===== src/rtl/timer_counter_core.sv =====
// Counting engine of the 8-bit timer: pclk prescaler (/2../16) feeding a loadable up/down counter
// with one-cycle overflow/underflow pulses. Optional debug halt via the TIMER_HALT_EN macro.
module timer_counter_core #(
  parameter int unsigned CNT_W = 8,
  parameter int unsigned PRE_W = 4
) (
  input  logic             pclk,
  input  logic             presetn,
  input  logic             load,
  input  logic [CNT_W-1:0] tdr,
  input  logic             en,
  input  logic             up_dn,
  input  logic [1:0]       cks,
`ifdef TIMER_HALT_EN
  input  logic             dbg_halt,
`endif
  output logic [CNT_W-1:0] cnt,
  output logic             tick,
  output logic             ovf_pulse,
  output logic             udf_pulse
);

  localparam logic [CNT_W-1:0] CNT_MAX = '1;
  localparam logic [CNT_W-1:0] CNT_MIN = '0;

  logic [PRE_W-1:0] pre, pre_nxt;
  logic [1:0]       cks_q;
  logic [CNT_W-1:0] cnt_nxt;
  logic             tick_nxt, ovf_nxt, udf_nxt;
  logic [PRE_W-1:0] pre_last_c;
  logic             cks_chg_c;
  logic             halt_c;
  logic             tick_c;

`ifdef TIMER_HALT_EN
  assign halt_c = dbg_halt;
`else
  assign halt_c = 1'b0;
`endif

  // Terminal prescaler value is N-1 with N = 2 << cks.
  assign pre_last_c = PRE_W'((32'd2 << cks) - 32'd1);
  assign cks_chg_c  = (cks != cks_q);
  assign tick_c     = en && !cks_chg_c && !halt_c && (pre == pre_last_c);

  // Next-state for prescaler, counter and pulses; load wins over a same-cycle tick.
  always_comb begin
    pre_nxt  = pre;
    cnt_nxt  = cnt;
    tick_nxt = 1'b0;
    ovf_nxt  = 1'b0;
    udf_nxt  = 1'b0;
    if (load) begin
      pre_nxt = '0;
      cnt_nxt = tdr;
    end else begin
      if (!en || cks_chg_c) begin
        pre_nxt = '0;
      end else if (halt_c) begin
        pre_nxt = pre;
      end else if (tick_c) begin
        pre_nxt = '0;
      end else begin
        pre_nxt = pre + PRE_W'(1);
      end
      if (tick_c) begin
        tick_nxt = 1'b1;
        if (!up_dn) begin
          cnt_nxt = cnt + CNT_W'(1);
          ovf_nxt = (cnt == CNT_MAX);
        end else begin
          cnt_nxt = cnt - CNT_W'(1);
          udf_nxt = (cnt == CNT_MIN);
        end
      end
    end
  end

  always_ff @(posedge pclk or negedge presetn) begin
    if (!presetn) begin
      pre       <= '0;
      cks_q     <= 2'b00;
      cnt       <= '0;
      tick      <= 1'b0;
      ovf_pulse <= 1'b0;
      udf_pulse <= 1'b0;
    end else begin
      pre       <= pre_nxt;
      cks_q     <= cks;
      cnt       <= cnt_nxt;
      tick      <= tick_nxt;
      ovf_pulse <= ovf_nxt;
      udf_pulse <= udf_nxt;
    end
  end

endmodule


===== config.mk =====
export PLATFORM = sky130hd
export DESIGN_NAME = timer_counter_core
export DESIGN_NICKNAME = d
export VERILOG_FILES = /design/src/rtl/timer_counter_core.sv
export SDC_FILE = /design/constraint.sdc
export NUM_CORES = 1
export LEC_CHECK = 0
export CAP_MARGIN = 40
export CELL_PAD_IN_SITES_DETAIL_PLACEMENT = 1
export CELL_PAD_IN_SITES_GLOBAL_PLACEMENT = 2
export CORE_MARGIN = 2
export CORE_UTILIZATION = 34
export CTS_BUF_LIST = sky130_fd_sc_hd__clkbuf_8
export CTS_CLUSTER_SIZE = 40
export DETAILED_ROUTE_END_ITERATION = 12
export HOLD_SLACK_MARGIN = 0.15
export PLACE_DENSITY = 0.86
export SLEW_MARGIN = 20
export SYNTH_ARGS = -nofsm -noshare
export SYNTH_HDL_FRONTEND = slang
export SYNTH_SLANG_ARGS = --single-unit

===== constraint.sdc =====
create_clock -name pclk -period 5.9 [get_ports pclk]
set_input_delay 1.18 -clock pclk [delete_from_list [all_inputs] [get_ports pclk]]
set_output_delay 1.18 -clock pclk [all_outputs]
set_load 0.02 [all_outputs]

==> key figures, run 1 <==
GRT
  – Most used routing layer: met2
  – GRT Residual Overflow: 0
  – Largest net degree at the start of global routing: 20
  – First-pass GRT wire length: just under 5000 µm
  – M1 GR Usage: 0.2032
  – Initial antenna violation count: 0
  – Vias in the first global route: roughly 1000
  – GR Util All Layers: 0.1602
  – Met2 Usage GRT: 0.2636
  – Global Route met3 Usage: 0.02536

STA
  – Hold WS: about 0.55 ns
  – RSZ-0062 raised after global routing: no
  – Fin crit share: 0.5651
  – Slew Viols, Final: 0
  – Final hold violations: 0
  – Slack of the critical path: between 2 and 3 ns
  – Measured slew at the worst slew-check pin: ~0.6 ns
  – Min Tclk post-route: ~3.3 ns
  – Normalized max-slew margin: 0.5922
  – Fmax: roughly 300 MHz
  – Layout Skew: 0.0007601 ns
  – Final-report setup violation count: 0
  – Setup_tns: 0 ns

Clock tree
  – # resized after CTS: 0
  – CTS tree: yes
  – Max H-tree Level: 1
  – Max Root-Sink Buffers: 2
  – CTS Buf Count: 3
  – Clk sinks: 17
  – Clock root buffer master: clkbuf_8
  – Post-CTS setup buffers: 0
  – Clock Latency Late Sink: ~0.25 ns
  – CTS clk-pin slew, worst paths: ~0.060 ns
  – # hold bufs at CTS: 0

Cells and area
  – P&R area growth vs syn: 31.41%
  – Nets: between 150 and 200
  – Fill cells: 385
  – Share of layout cells above drive strength 1: 0.1020
  – N_diodes: 0
  – Non-Filler Instances: just under 200

Pwr
  – Pwr Total: approximately 310 µW
  – Leakage: a little over 0.6 nW
  – PwrDens: 206.1 nW/µm²
  – Sw Share: 0.3038
  – Seq pwr share: 0.428
  – VDD IR max: ~0.000075 V
  – P_int: around 220 µW
  – NetSw: roughly 95 µW
  – Combinational power share: 0.297
  – Clk pwr share: 0.275

Critical path
  – WP data arrival: between 3 and 4 ns
  – CP required: 6.04 ns
  – Startpoint Class: input pin
  – Setup CP Type: input pin to register
  – Crit-path max FO: 8
  – Crit end category: register

Synthesis
  – Share of the synthesized area in the top cell type: 0.3696
  – Most common cell in the netlist: dfrtp_1
  – Synthesized area per cell: roughly 9.7 µm²
  – Sequential area share after synthesis: 0.3696
  – FFs w/ async S/R, synth: 1.000
  – Mapped Cells: about 120
  – Post-synth top cells: dfrtp_1, nand2_1, o21ai_0
  – Top cell type by total area after synthesis: dfrtp_1
  – Post-synth EDFFs: 0
  – Synthesized cell area: around 1200 µm²
  – Synth Register Bits: 17
  – Post-Syn Nets: about 140
  – Number of synthesis warnings: 0
  – Netlist cell types: 42
  – Top area cells in the synthesized netlist: dfrtp_1, ha_1, xnor2_1
  – Ys flop type: dfrtp_1

Routing
  – Detailed-route via count: around 980
  – Vias per cell: between 5 and 6
  – Post-route antenna net violation count: 0
  – DRC viols: 0
  – Drt wl/cell: 14.77 µm
  – Initial DRC count: 28
  – Post-Route WL: approximately 2900 µm
  – Pre-antenna DRT Iters: 4

Floorplanning
  – Die outline width: a little over 60 µm
  – Die area: 3867 µm²
  – I/O pins: 26
  – Die H: 62.19 µm
  – Placeable Area: around 3300 µm²
  – Placement Rows: 21
  – Initial Util: 0.3505

Placement
  – DP Worst Slack: between 2 and 2.5 ns
  – Routability cong.: ~0.78
  – I/O Buffers: 25
  – Post-DP HPWL: 2245 µm
  – Placed cell count: between 150 and 200

Status
  – Outcome: finished clean

Min path
  – Hold WC Path Type: register to register

Job
  – Max-Cap Viols: 0
[cell families after synthesis]
| family | after synthesis | synth area share |
|---|---|---|
| adders and majority gates | 8 | 0.09348 |
| and+or+nand+nor | 44 | 0.2196 |
| buffers and inverters | 7 | 0.02283 |
| DFF | 17 | 0.3696 |
| xor gates and xnor gates | 8 | 0.06087 |
| AOI/OAI and AO/OA | 29 | 0.1750 |
| muxes | 6 | 0.05869 |
[metal layers]
metal	routed length [µm]	part of all wire	vias to the layer above
met5	0	0	-
met4	65	0.023	0
met3	99	0.035	5
met1	1251	0.44	467
met2	1433	0.50	19
li1	-	-	493
[final cells by class]
type	count	area, µm²	area share
Multi-Input combinational cell	95	699.4	0.4624
Sequential cell	17	425.4	0.2812
Timing Repair Buffer	26	265.3	0.1754
Tap cell	46	57.56	0.03805
Clock buffer	3	41.29	0.02730
Inverter	5	18.77	0.01241
Clock inverter	1	5.005	0.003309
[sequential cells by signal (all words and copies together), names as in the netlist]
name	flops
tick	1
pre	4
udf_pulse	1
cnt	8
ovf_pulse	1
cks_q	2
[layout by cell type (no fill, tap or decap), drive strengths merged, types with 2 or more instances in the layout]
| master | n |
|---|---|
| mux2 | 3 |
| mux2i | 3 |
| o211ai | 4 |
| inv | 5 |
| clkdlybuf4s50 | 25 |
| nand3 | 4 |
| nand2b | 2 |
| ha | 7 |
| o31a | 2 |
| nor3b | 2 |
| clkbuf | 3 |
| a21oi | 5 |
| xnor2 | 6 |
| o21ai | 9 |
| nor2 | 7 |
| nor4 | 2 |
| nand4 | 2 |
| or3b | 2 |
| nand2 | 12 |
| dfrtp | 17 |
| xor2 | 2 |
| a21o | 2 |
| and3 | 2 |
| nor3 | 2 |
[final timing paths]
path | to | slack [ns] | from | cells past startpoint
setup / recovery | cnt[3] | 2.57 | cks[1] | 6
hold / removal | pre[0] | 0.55 | pre[0] | 1
setup reg to reg | cnt[3] | 3.59 | pre[2] | 5
hold reg to reg | pre[0] | 0.55 | pre[0] | 1
max in group asynchronous | cnt[3] | 4.51 | presetn | 2
min in group asynchronous | cks_q[1] | 1.25 | presetn | 2
[per-stage QoR]
stage	util	instance area (µm²)
floorplan	-	1151
global placement	0.4419	1451
detailed placement	0.4419	1451
CTS	0.4560	1498
global route	0.4606	1513
finish	0.4606	1513
[power groups by stage]
stage | Clock, mW | Combinational (mW) | Sequential [mW]
final | 0.0858 | 0.0927 | 0.133
after global routing | 0.0947 | 0.103 | 0.134
after CTS | 0.0893 | 0.0927 | 0.133
after detailed placement | 0 | 0.0924 | 0.136
after global placement | 0 | 0.0899 | 0.135
after floorplan | 0 | 0.0504 | 0.139
[worst max-delay path, stage by stage]
cell and delay (ns):
clkdlybuf4s50_1 0.50, or4b_1 0.56, a211o_1 0.33, a21oi_4 0.32, mux2_4 0.33, mux2_2 0.26
No activity file was read; power rests on OpenSTA's default activity.
==> run 2, diff against run 1 <==
- CORE_UTILIZATION: 34 -> 28
- PLACE_DENSITY: 0.86 -> 0.75
- clock period: 5.9 -> 2.9 ns (I/O delays scaled with it)
==> run 2 against run 1 <==
Compared with the run above: flip-flop and latch count unchanged; sequential share of layout area down 0.75 points; via count grew 2.8%; clock power is 110% higher; final cell count grew 4.7%; worst hold slack worse by 0.055 ns; first-iteration DRC count decreased by 21%; die area increased by 20%; wire length decreased by 0.25%; global-route usage fell by 2.4 points; critical path type unchanged; largest power group unchanged.
==> key figures, run 2 (synthesis gave the netlist of run 1 again) <==
Clock tree
  – # hold bufs at CTS: 0
  – Clk sinks: 17
  – Max H-tree Level: 1
  – Clock root buffer master: clkbuf_8
  – Clock Latency Late Sink: ~0.25 ns
  – CTS tree: yes
  – CTS Buf Count: 3
  – # resized after CTS: 0
  – Max Root-Sink Buffers: 2
  – Post-CTS setup buffers: 0
  – CTS clk-pin slew, worst paths: ~0.07 ns

Placement
  – Dpl cell area: between 1000 and 1500 µm²
  – Routability cong.: between 0.8 and 0.9
  – Post-DP HPWL: between 2000 and 2500 µm
  – I/O Buffers: 25

Routing
  – Pre-antenna DRT Iters: 2
  – Initial DRC count: 22
  – Detailed-route via count: 1012
  – Post-Route WL: 2843 µm
  – DRC viols: 0
  – Drt wl/cell: 14.07 µm
  – Vias per cell: about 5.0
  – Post-route antenna net violation count: 0

Floorplanning
  – I/O pins: 26
  – Die outline width: between 60 and 70 µm
  – Initial Util: 0.2899
  – Placeable Area: approximately 4000 µm²
  – Placement Rows: 23
  – Die area: roughly 4600 µm²
  – Die H: about 70 µm

Pwr
  – PwrDens: 411.5 nW/µm²
  – Pwr Total: ~640 µW
  – VDD IR max: about 0.00013 V
  – Leakage: between 0.6 and 0.7 nW

GRT
  – Largest net degree at the start of global routing: 19
  – Initial antenna violation count: 0
  – GRT Residual Overflow: 0
  – GR Util All Layers: 0.1363
  – Vias in the first global route: 1029
  – First-pass GRT wire length: ~4700 µm

Critical path
  – Crit end category: register
  – Startpoint Class: input pin
  – CP most frequent cell: o21ai_0
  – Crit-path slowest cell: clkdlybuf4s50_1
  – Crit path largest cell delay: a little over 0.5 ns
  – Setup CP Type: input pin to register
  – CP required: 3.04 ns
  – WP data arrival: 2.77 ns
  – Critical-path cell list: clkdlybuf4s50_1, ha_1, a211oi_1, o21ai_0, o31a_1, o21ai_0, or3b_1
  – Crit-path max FO: 5

Cells and area
  – N_diodes: 0
  – Nets: approximately 180
  – Final core occ: 0.3913
  – Commonest non-fill, non-tap cells in the layout: clkdlybuf4s50_1, dfrtp_1, nand2_1, o21ai_0
  – Largest regs: cnt: 8 flops, pre: 4 flops, cks_q: 2 flops
  – Share of layout cells above drive strength 1: 0.1250
  – Max reg flops: 8
  – P&R area growth vs syn: 35.00%
  – Largest Register: cnt
  – Commonest non-fill, non-tap cell in the layout: clkdlybuf4s50_1
  – Final instance area: roughly 1600 µm²

STA
  – Slew Viols, Final: 0
  – Layout Skew: approximately 0.0013 ns
  – RSZ-0062 raised after global routing: no
  – Hold WS: around 0.5 ns
  – Fmax: ~380 MHz
  – Normalized max-slew margin: 0.7262
  – Min Tclk post-route: roughly 2.6 ns
  – Fin crit share: 0.9087
  – Final hold violations: 0
  – Final-report setup violation count: 0
  – Measured slew at the worst slew-check pin: 0.4003 ns

Job
  – Max-Cap Viols: 0

Min path
  – Hold WC Path Type: input pin to asynchronous set/reset pin

Status
  – Outcome: finished clean
-- run 2: changes by cell type in the layout (fill, tap and decap cells not counted), sizes merged --
cell / before / now
clkinv: 1 / 0
buf: 1 / 6
inv: 5 / 6
-- run 2: where the power goes --
| group | leakage [nW] | switching [mW] | internal, mW | total [mW] |
|---|---|---|---|---|
| Clock | 0.0269 | 0.0830 | 0.0941 | 0.177 |
| Combinational | 0.406 | 0.0938 | 0.0981 | 0.192 |
| Sequential | 0.216 | 0.0200 | 0.250 | 0.270 |
-- run 2: critical path: cells and delay by family --
family | cells | cell delay [ns]
AO/OA/AOI/OAI | 4 | 0.99
adder cells (fa/ha/maj) | 1 | 0.35
buffers and inverters | 1 | 0.51
AND/OR/NAND/NOR | 1 | 0.35
-- run 2: path summary, 6_finish.rpt --
path	start	endpoint	slack (ns)	cells after the start
min reg2reg	pre[0]	pre[0]	0.54	1
min	presetn	cks_q[0]	0.50	1
max	up_dn	cnt[7]	0.26	7
max in group asynchronous	presetn	cnt[2]	2.08	2
min in group pclk	pre[0]	pre[0]	0.54	1
max reg2reg	cnt[1]	cnt[7]	0.70	6
-- run 2: layout make-up --
cell class                      instances  area, µm²
Fill cell                             466       2417
Multi-Input combinational cell         95      699.4
Sequential cell                        17      425.4
Timing Repair Buffer                   31      302.8
Tap cell                               50      62.56
Clock buffer                            3      41.29
Inverter                                5      18.77
Clock inverter                          1      3.754
-- run 2: per-layer routing --
metal / track usage / routed length (µm) / vias to the layer above
li1: - / - / 502
met1: 0.1662 / 1321 / 489
met2: 0.2269 / 1371 / 17
met3: 0.02303 / 93 / 4
met4: 0.07500 / 56 / 0
met5: 0 / 0 / -
-- run 2: through the flow --
stage	cells	setup WS [ns]	TNS [ns]
6_report	202	0.2647	0
5_1_grt	202	0.1099	0
4_1_cts	201	0.2250	0
3_5_place_dp	197	-0.05477	-0.05477
3_3_place_gp	197	0.01343	0
2_1_floorplan	119	0.5518	0
==> run 3, diff against run 2 <==
- CORE_UTILIZATION: 28 -> 27
- CTS_BUF_LIST: sky130_fd_sc_hd__clkbuf_8 -> default
- PLACE_DENSITY: 0.75 -> 0.73
==> run 3 against run 2 <==
Compared with the run above: worst hold slack about the same; wire length up 4.3%; clock-buffer cell count up 1; sequential power about the same; critical path type unchanged; highest routed layer unchanged.
==> key figures, run 3 (synthesis gave the netlist of run 1 again) <==
Clock tree
  – # resized after CTS: 0
  – Post-CTS setup buffers: 0
  – Max Root-Sink Buffers: 2
  – # hold bufs at CTS: 0
  – CTS tree: yes
  – Max H-tree Level: 1
  – Clock root buffer master: clkbuf_8
  – CTS Buf Count: 3
  – Clock Latency Late Sink: 0.25 ns
  – CTS clk-pin slew, worst paths: 0.06 ns
  – Clk sinks: 17

Pwr
  – Sw Share: 0.3009
  – Pwr Total: around 640 µW
  – NetSw: approximately 190 µW
  – Leakage: between 0.6 and 0.7 nW
  – PwrDens: slightly above 400 nW/µm²
  – Seq pwr share: 0.422
  – Clk pwr share: 0.272
  – Combinational power share: 0.307
  – VDD IR max: 0.0001676 V
  – P_int: roughly 450 µW

Floorplanning
  – Die H: between 60 and 70 µm
  – Placeable Area: 4058 µm²
  – Placement Rows: 23
  – Initial Util: 0.2837
  – Die outline width: roughly 70 µm
  – Die area: roughly 4800 µm²
  – I/O pins: 26

STA
  – RSZ-0062 raised after global routing: no
  – Measured slew at the worst slew-check pin: about 0.42 ns
  – Slack of the critical path: ~0.37 ns
  – Hold WS: around 0.5 ns
  – Fin crit share: 0.8739
  – Slew Viols, Final: 0
  – Final-report setup violation count: 0
  – Final hold violations: 0
  – Normalized max-slew margin: 0.7102
  – Layout Skew: between 0.003 and 0.004 ns
  – Min Tclk post-route: about 2.5 ns
  – Fmax: 394.6 MHz
  – Setup_tns: 0 ns

GRT
  – Initial antenna violation count: 0
  – Vias in the first global route: 1111
  – GR Util All Layers: 0.1351
  – First-pass GRT wire length: 5299 µm
  – GRT Residual Overflow: 0
  – Largest net degree at the start of global routing: 19

Routing
  – DRC viols: 0
  – Pre-antenna DRT Iters: 4
  – Post-route antenna net violation count: 0
  – Drt wl/cell: ~15 µm
  – Post-Route WL: about 3000 µm
  – Detailed-route via count: between 1000 and 1500
  – Initial DRC count: 28
  – Vias per cell: between 5 and 6

Cells and area
  – Commonest non-fill, non-tap cells in the layout: clkdlybuf4s50_1, dfrtp_1, nand2_1, o21ai_0
  – Largest Register: cnt
  – Largest regs: cnt: 8 flops, pre: 4 flops, cks_q: 2 flops
  – N_diodes: 0
  – Share of layout cells above drive strength 1: 0.1364
  – Nets: approximately 180
  – Max reg flops: 8
  – Commonest non-fill, non-tap cell in the layout: clkdlybuf4s50_1
  – P&R area growth vs syn: 37.06%
  – Final instance area: about 1600 µm²

Critical path
  – R2R cell count: 5
  – R2R Path Start: pre[2]
  – Setup slack, reg-to-reg: approximately 0.7 ns
  – WP data arrival: 2.67 ns
  – Crit end category: register
  – Startpoint Class: input pin
  – Reg2reg end: cnt[3]
  – CP required: approximately 3.0 ns
  – Setup CP Type: input pin to register
  – Crit-path max FO: 7

Status
  – Outcome: finished clean

Placement
  – DP Worst Slack: roughly 0.11 ns
  – I/O Buffers: 25
  – Dpl cell area: about 1500 µm²
  – Routability cong.: about 0.90
  – Post-DP HPWL: between 2000 and 2500 µm

Min path
  – Hold WC Path Type: input pin to asynchronous set/reset pin

Job
  – Max-Cap Viols: 0
-- run 3: cell types whose count changed in the layout (fill, tap and decap cells not counted), sizes merged --
| cell | delta |
|---|---|
| clkbuf | +1 |
| inv | -1 |
| buf | +2 |
-- run 3: power groups by stage --
stage                     registers, mW  logic (mW)  clock network, mW
after floorplan                   0.283       0.102                  0
after CTS                         0.271       0.198              0.185
after global routing              0.275       0.220              0.194
final                             0.271       0.197              0.175
after detailed placement          0.276       0.197                  0
after global placement            0.275       0.191                  0
-- run 3: layout make-up --
type | count | area [µm²]
inverter | 5 | 18.77
clock buffer | 4 | 45.04
tap | 50 | 62.56
timing repair buffer | 33 | 326.6
multi-input combinational | 95 | 699.4
sequential | 17 | 425.4
fill | 464 | 2480
-- run 3: worst max-delay path, cell delays in order --
cell,delay (ns)
clkdlybuf4s50_1,0.47
buf_4,0.19
ha_1,0.34
a21oi_1,0.20
o21ai_0,0.13
o31a_1,0.27
o21ai_0,0.13
or3b_1,0.35
-- run 3: how the worst max path moves through the flow --
stage	to	from	cells after the start
final	cnt[7]	up_dn	8
after global routing	cnt[7]	up_dn	8
after CTS	cnt[7]	up_dn	8
after detailed placement	cnt[7]	up_dn	8
after global placement	cnt[1]	cks[1]	7
after floorplan	cnt[3]	cks[1]	5
-- run 3: per-layer routing --
layer / global-route usage / wire length (µm) / part of all wire
met5: 0 / 0 / 0
met4: 0.05229 / 50 / 0.017
met3: 0.01744 / 80 / 0.027
met2: 0.2190 / 1407 / 0.47
met1: 0.1824 / 1427 / 0.48
-- run 3: metrics by stage --
step | cells | utilization
after floorplan | 119 | -
after global placement | 199 | 0.3750
after detailed placement | 199 | 0.3750
after CTS | 203 | 0.3861
after global routing | 204 | 0.3888
final | 204 | 0.3888
